### config.mk
export PLATFORM = sky130hd
export DESIGN_NAME = tlb_inv_walker_flat
export DESIGN_NICKNAME = d
export VERILOG_FILES = /design/src/rtl/tlb_inv_walker_if.sv /design/src/rtl/tlb_inv_walker.sv /design/src/flat_wrapper.sv
export SDC_FILE = /design/constraint.sdc
export NUM_CORES = 1
export LEC_CHECK = 0
export ABC_AREA = 1
export CAP_MARGIN = 20
export CELL_PAD_IN_SITES_DETAIL_PLACEMENT = 1
export CELL_PAD_IN_SITES_GLOBAL_PLACEMENT = 1
export CORE_MARGIN = 2
export CORE_UTILIZATION = 32
export CTS_CLUSTER_DIAMETER = 60
export DETAILED_ROUTE_END_ITERATION = 10
export PLACE_DENSITY_LB_ADDON = 0.1
export SLEW_MARGIN = 15
export SYNTH_ARGS = -nofsm -noshare
export SYNTH_HDL_FRONTEND = slang
export SYNTH_SLANG_ARGS = --single-unit
export TNS_END_PERCENT = 1
### constraint.sdc
create_clock -name aclk -period 4.1 [get_ports aclk]
set_input_delay 0.82 -clock aclk [delete_from_list [all_inputs] [get_ports aclk]]
set_output_delay 0.82 -clock aclk [all_outputs]
set_load 0.05 [all_outputs]
### src/rtl/tlb_inv_walker_if.sv
// Request handshake and TLB compare-item read / E-clear port of the INVTLB walker.
interface tlb_inv_walker_if #(
  parameter int TLBNUM = 16
);
  localparam int TLBNUMSIZE = $clog2(TLBNUM);

  logic                  req_valid;
  logic                  req_ready;
  logic [2:0]            req_op;
  logic [9:0]            req_asid;
  logic [31:0]           req_va;
  logic [TLBNUMSIZE-1:0] rd_idx;
  logic [36:0]           rd_ci;
  logic                  clr_en;
  logic [TLBNUMSIZE-1:0] clr_idx;
  logic                  busy;
  logic                  done;
  logic                  err_ine;
  logic [TLBNUMSIZE:0]   clr_count;

  // walker side
  modport slave (
    input  req_valid, req_op, req_asid, req_va, rd_ci,
    output req_ready, rd_idx, clr_en, clr_idx, busy, done, err_ine, clr_count
  );

  // requester / TLB side
  modport master (
    output req_valid, req_op, req_asid, req_va, rd_ci,
    input  req_ready, rd_idx, clr_en, clr_idx, busy, done, err_ine, clr_count
  );
endinterface

### src/rtl/tlb_inv_walker.sv
// INVTLB walker: accepts one invalidate request, scans every TLB entry once
// (one per cycle) and clears E on entries matching the op-selected predicate.
module tlb_inv_walker #(
  parameter int TLBNUM = 16
) (
  input  logic             aclk,
  input  logic             areset,
  tlb_inv_walker_if.slave  bus
);
  localparam int TLBNUMSIZE = $clog2(TLBNUM);
  localparam logic [TLBNUMSIZE-1:0] LAST_IDX = TLBNUMSIZE'(TLBNUM - 1);

  typedef enum logic [1:0] {IDLE, WALK, FIN} state_t;

  // operands captured at accept; only va[31:13] matters for matching
  typedef struct packed {
    logic [2:0]  op;
    logic [9:0]  asid;
    logic [18:0] vppn;
  } inv_req_t;

  state_t                state_q, state_d;
  inv_req_t              req_q, req_d;
  logic [TLBNUMSIZE-1:0] idx_q, idx_d;
  logic [TLBNUMSIZE:0]   cnt_q, cnt_d;
  logic                  err_q, err_d;

  logic        accept;
  logic        ci_e, ci_g;
  logic [9:0]  ci_asid;
  logic [5:0]  ci_ps;
  logic [18:0] ci_vppn;
  logic        va_match, pred, hit;
  logic        unused_va_lo;

  assign unused_va_lo = ^bus.req_va[12:0];

  assign {ci_e, ci_asid, ci_g, ci_ps, ci_vppn} = bus.rd_ci;
  assign accept = bus.req_valid && (state_q == IDLE);

  // match predicate for the entry currently on the read port
  always_comb begin
    va_match = (ci_ps == 6'd12) ? (ci_vppn == req_q.vppn)
                                : (ci_vppn[18:9] == req_q.vppn[18:9]);
    pred = 1'b0;
    case (req_q.op)
      3'd0, 3'd1: pred = 1'b1;
      3'd2:       pred = ci_g;
      3'd3:       pred = !ci_g;
      3'd4:       pred = !ci_g && (ci_asid == req_q.asid);
      3'd5:       pred = !ci_g && (ci_asid == req_q.asid) && va_match;
      3'd6:       pred = (ci_g || (ci_asid == req_q.asid)) && va_match;
      default:    pred = 1'b0;
    endcase
    // invalid entries are never "cleared" so the count reflects real work
    hit = pred && ci_e;
  end

  // state register
  always_ff @(posedge aclk or posedge areset) begin
    if (areset) state_q <= IDLE;
    else        state_q <= state_d;
  end

  // next-state logic
  always_comb begin
    state_d = state_q;
    case (state_q)
      IDLE:    if (accept) state_d = (bus.req_op == 3'd7) ? FIN : WALK;
      WALK:    if (idx_q == LAST_IDX) state_d = FIN;
      FIN:     state_d = IDLE;
      default: state_d = IDLE;
    endcase
  end

  // state-decoded outputs
  always_comb begin
    bus.req_ready = (state_q == IDLE);
    bus.busy      = (state_q == WALK);
    bus.done      = (state_q == FIN);
    bus.err_ine   = (state_q == FIN) && err_q;
    bus.clr_en    = (state_q == WALK) && hit;
  end

  // index doubles as read and clear address; it holds outside WALK
  assign bus.rd_idx    = idx_q;
  assign bus.clr_idx   = idx_q;
  assign bus.clr_count = cnt_q;

  // datapath next values: operand latch, index advance, clear counter
  always_comb begin
    req_d = req_q;
    idx_d = idx_q;
    cnt_d = cnt_q;
    err_d = err_q;
    if (accept) begin
      req_d.op   = bus.req_op;
      req_d.asid = bus.req_asid;
      req_d.vppn = bus.req_va[31:13];
      idx_d      = '0;
      cnt_d      = '0;
      err_d      = (bus.req_op == 3'd7);
    end else if (state_q == WALK) begin
      if (idx_q != LAST_IDX) idx_d = idx_q + TLBNUMSIZE'(1);
      if (bus.clr_en)        cnt_d = cnt_q + (TLBNUMSIZE+1)'(1);
    end
  end

  // datapath registers
  always_ff @(posedge aclk or posedge areset) begin
    if (areset) begin
      req_q <= '0;
      idx_q <= '0;
      cnt_q <= '0;
      err_q <= 1'b0;
    end else begin
      req_q <= req_d;
      idx_q <= idx_d;
      cnt_q <= cnt_d;
      err_q <= err_d;
    end
  end
endmodule

### src/flat_wrapper.sv
// flat-port wrapper written by rule: the top's interface ports become plain ports
module tlb_inv_walker_flat 
#(
  parameter int TLBNUM = 16
)
  (aclk, areset, bus_req_valid, bus_req_op, bus_req_asid, bus_req_va, bus_rd_ci, bus_req_ready, bus_rd_idx, bus_clr_en, bus_clr_idx, bus_busy, bus_done, bus_err_ine, bus_clr_count);
  tlb_inv_walker_if #(.TLBNUM(TLBNUM)) bus_i ();
  input  logic aclk;
  input  logic areset;
  input wire logic [$bits(bus_i.req_valid)-1:0] bus_req_valid;
  input wire logic [$bits(bus_i.req_op)-1:0] bus_req_op;
  input wire logic [$bits(bus_i.req_asid)-1:0] bus_req_asid;
  input wire logic [$bits(bus_i.req_va)-1:0] bus_req_va;
  input wire logic [$bits(bus_i.rd_ci)-1:0] bus_rd_ci;
  output wire logic [$bits(bus_i.req_ready)-1:0] bus_req_ready;
  output wire logic [$bits(bus_i.rd_idx)-1:0] bus_rd_idx;
  output wire logic [$bits(bus_i.clr_en)-1:0] bus_clr_en;
  output wire logic [$bits(bus_i.clr_idx)-1:0] bus_clr_idx;
  output wire logic [$bits(bus_i.busy)-1:0] bus_busy;
  output wire logic [$bits(bus_i.done)-1:0] bus_done;
  output wire logic [$bits(bus_i.err_ine)-1:0] bus_err_ine;
  output wire logic [$bits(bus_i.clr_count)-1:0] bus_clr_count;
  assign bus_i.req_valid = bus_req_valid;
  assign bus_i.req_op = bus_req_op;
  assign bus_i.req_asid = bus_req_asid;
  assign bus_i.req_va = bus_req_va;
  assign bus_i.rd_ci = bus_rd_ci;
  assign bus_req_ready = bus_i.req_ready;
  assign bus_rd_idx = bus_i.rd_idx;
  assign bus_clr_en = bus_i.clr_en;
  assign bus_clr_idx = bus_i.clr_idx;
  assign bus_busy = bus_i.busy;
  assign bus_done = bus_i.done;
  assign bus_err_ine = bus_i.err_ine;
  assign bus_clr_count = bus_i.clr_count;
  tlb_inv_walker #(.TLBNUM(TLBNUM)) u_core (.aclk(aclk), .areset(areset), .bus(bus_i));
endmodule
==> results.sh <==
export IMPL_dr_first_iter_drc_count=48
export IMPL_placed_cell_area_um2=3470
export IMPL_finalSetupViolCount=0
export IMPL_synth_flop_cell="dfrtp_1"
export IMPL_min_path_type="flip-flop to flip-flop"
export IMPL_final_net_count=520
export IMPL_powerDensity_nw_per_um2=616
export IMPL_layout_min_cycle_time_ns=3.24
export IMPL_wl_met1_mm=3.13
export IMPL_cp_max_fo=6
export IMPL_cts_sinks=44
export IMPL_syn_area_um2=2530
export IMPL_worstMarginPinSlew_ns=0.797
export IMPL_routed_wl_met2_mm=3.18
export IMPL_start_util=0.329
export IMPL_max_freq_mhz=309
export IMPL_drt_wirelength_per_cell_um=12.5
export IMPL_timing_critical_path_mode_cell="nand2_1"
export IMPL_grt_max_degree=49
export IMPL_grt_setup_unrepaired="no"
export IMPL_grt_use_total=0.167
export IMPL_vdd_drop_max_mv=0.406
export IMPL_synth_top_area_frac=0.435
export IMPL_maxCapViolCount=0
export IMPL_cts_resized=0
export IMPL_grt_pass1_vias=2564
export IMPL_cts_path_max_buffers=2
export IMPL_dieWidth_um=92.9
export IMPL_avgSynthCellArea_um2=7.29
export IMPL_clock_skew_ns=0.00741
export IMPL_arrival_ns=2.42
export IMPL_syn_nets=434
export IMPL_yosysWarnings=0
export IMPL_synth_area_leaders="dfrtp_1 44%, nand2_1 18%, inv_1 7.1%"
export IMPL_hpwl_mm=5.10
export IMPL_cts_tree="built"
export IMPL_crit_type="input pin to output port"
export IMPL_whs_ns=0.503
export IMPL_core_um2=7690
export IMPL_synth_edf_count=0
export IMPL_cts_hold_buf=0
export IMPL_cts_setup_buffers=0
export IMPL_io_buffer_count=89
export IMPL_top_layer="met4"
export IMPL_io_pins=103
export IMPL_wl_met3_um=360
export IMPL_clock_latency_ns=0.30
export IMPL_antenna_found_initial=0
export IMPL_synth_top_cells_by_count="121 x nand2_1, 48 x inv_1, 44 x dfrtp_1"
export IMPL_h_tree_depth=2
export IMPL_die_h_um=92.9
export IMPL_routabilityCongestion=0.749
export IMPL_grt_pass1_wl_mm=11.4
export IMPL_async_flop_share=1.00
export IMPL_num_rows=32
export IMPL_dieArea_um2=8630
export IMPL_cp_cell_sequence="clkdlybuf4s50_1, inv_1, nand2_1, nand2_1, nor2_1, nand2_1, nor2_1, nand2_1, nand2_1, nand3_2, nand2_4, nand2_4, inv_1, buf_4"
export IMPL_via_count=2421
export IMPL_postRouteAntennaNets=0
export IMPL_power_leakage_nw=1.75
export IMPL_grt_overflow=0
export IMPL_hold_viol_final=0
export IMPL_status="finished, final reports clean"
export IMPL_syn_inst=347
export IMPL_critPathMaxStageDelay_ns=0.48
export IMPL_ys_seq_area_frac=0.435
export IMPL_drc=0
export IMPL_design_area_um2=3590
export IMPL_cp_slowest_cell="clkdlybuf4s50_1"
export IMPL_cts_root_buf="clkbuf_8"
export IMPL_critPathLaunchType="input pin"
export IMPL_ys_types=29
export IMPL_slew_viol_final=0
export IMPL_final_fill_count=985
export IMPL_routed_via_density=4.52
export IMPL_required_ns=3.28
export IMPL_wirelength_mm=6.72
export IMPL_maxSlewHeadroom=0.468
export IMPL_yosysMostFrequentCell="nand2_1"
export IMPL_synth_seq_cells=44
export IMPL_crit_path_end_kind="output port"
export IMPL_final_setup_tns_ns=0
export IMPL_path_clk_slew_ns=0.08
export IMPL_area_growth_pct=42.0
export IMPL_cts_buffers_inserted=5
export IMPL_synth_largest_area_cell="dfrtp_1"
export IMPL_drive_gt1_frac=0.0576
export IMPL_antennaDiodeCount=0
export IMPL_firstDrtPassIters=4
export IMPL_fin_crit_sh=0.790
## cell type report
type | instances | area [um^2] | area share
inverters | 54 | 203 | 0.0564
repair buffers | 91 | 916 | 0.255
multi-input cells | 237 | 1140 | 0.317
clock inverters | 2 | 35.0 | 0.00975
clock buffers | 6 | 72.6 | 0.0202
flip-flops and latches | 44 | 1100 | 0.306
well taps | 102 | 128 | 0.0355
## report_power, final
part	switching (mW)	total, mW	internal [mW]	leakage (nW)
clock network	0.152	0.334	0.181	0.0552
logic	0.691	1.11	0.416	1.14
registers	0.149	0.775	0.625	0.554
## through the flow
stage | std cells | util | power [mW] | setup WS [ns]
floorplan | 347 | - | 1.59 | 1.47
global placement | 527 | 0.451 | 1.87 | 0.863
detailed placement | 527 | 0.451 | 1.91 | 0.843
CTS | 535 | 0.465 | 2.25 | 0.842
global route | 536 | 0.467 | 2.41 | 0.681
finish | 536 | 0.467 | 2.21 | 0.860
## flip-flops by register name, summed over array words and instances (netlist names)
register / count
u_core.req_q: 32
u_core.bus.clr_count: 5
u_core.err_q: 1
u_core.bus.clr_idx: 4
u_core.state_q: 2
## routing by layer
metal | vias to the layer above | global-route usage
li1 | 1240 | -
met1 | 1123 | 0.207
met2 | 54 | 0.289
met3 | 4 | 0.0399
met4 | 0 | 0.0478
met5 | - | 0
## cell usage in the layout, fill, tap and decap left out, types with 2 or more instances in the layout
master and n:
dfrtp_1 44, nand2_4 2, buf_4 2, clkbuf_8 5
o21ai_0 18, inv_2 6, nand3_1 15, xor2_1 4
nand4_1 9, clkdlybuf4s50_1 88, nor2_2 2, ha_1 2
o21ai_1 11, xnor2_1 12, nor3_1 6, nand2_1 121
a21oi_1 4, inv_1 47, nor2_1 23
## final timing paths
kind | from | end | slack [ns] | depth (start not counted)
max | bus_rd_ci[6] | bus_clr_en | 0.86 | 14
min | u_core.req_q[4]$_DFFE_PP0P_ | u_core.req_q[4]$_DFFE_PP0P_ | 0.50 | 2
max reg2reg | u_core.state_q[0]$_DFFE_PP0P_ | u_core.req_q[9]$_DFFE_PP0P_ | 2.39 | 4
min reg2reg | u_core.req_q[4]$_DFFE_PP0P_ | u_core.req_q[4]$_DFFE_PP0P_ | 0.50 | 2
max in group asynchronous | areset | u_core.req_q[18]$_DFFE_PP0P_ | 2.88 | 3
min in group asynchronous | areset | u_core.bus.clr_idx[3]$_DFFE_PP0P_ | 0.75 | 2
## critical path, delay by kind of cell
kind | cells | cell delay (ns)
AND/OR/NAND/NOR | 10 | 0.82
buffers and inverters | 4 | 0.78
## logic make-up (layout without fill, tap and decap cells)
logic type | Yosys count | in the layout | share of synthesized area
and+or+nand+nor | 182 | 182 | 0.306
buffers and inverters | 66 | 153 | 0.115
DFF | 44 | 44 | 0.435
AOI/OAI and AO/OA | 37 | 37 | 0.0786
xor gates and xnor gates | 16 | 16 | 0.0554
adders and majority gates | 2 | 2 | 0.00989
(Power assumes the default switching activity.)
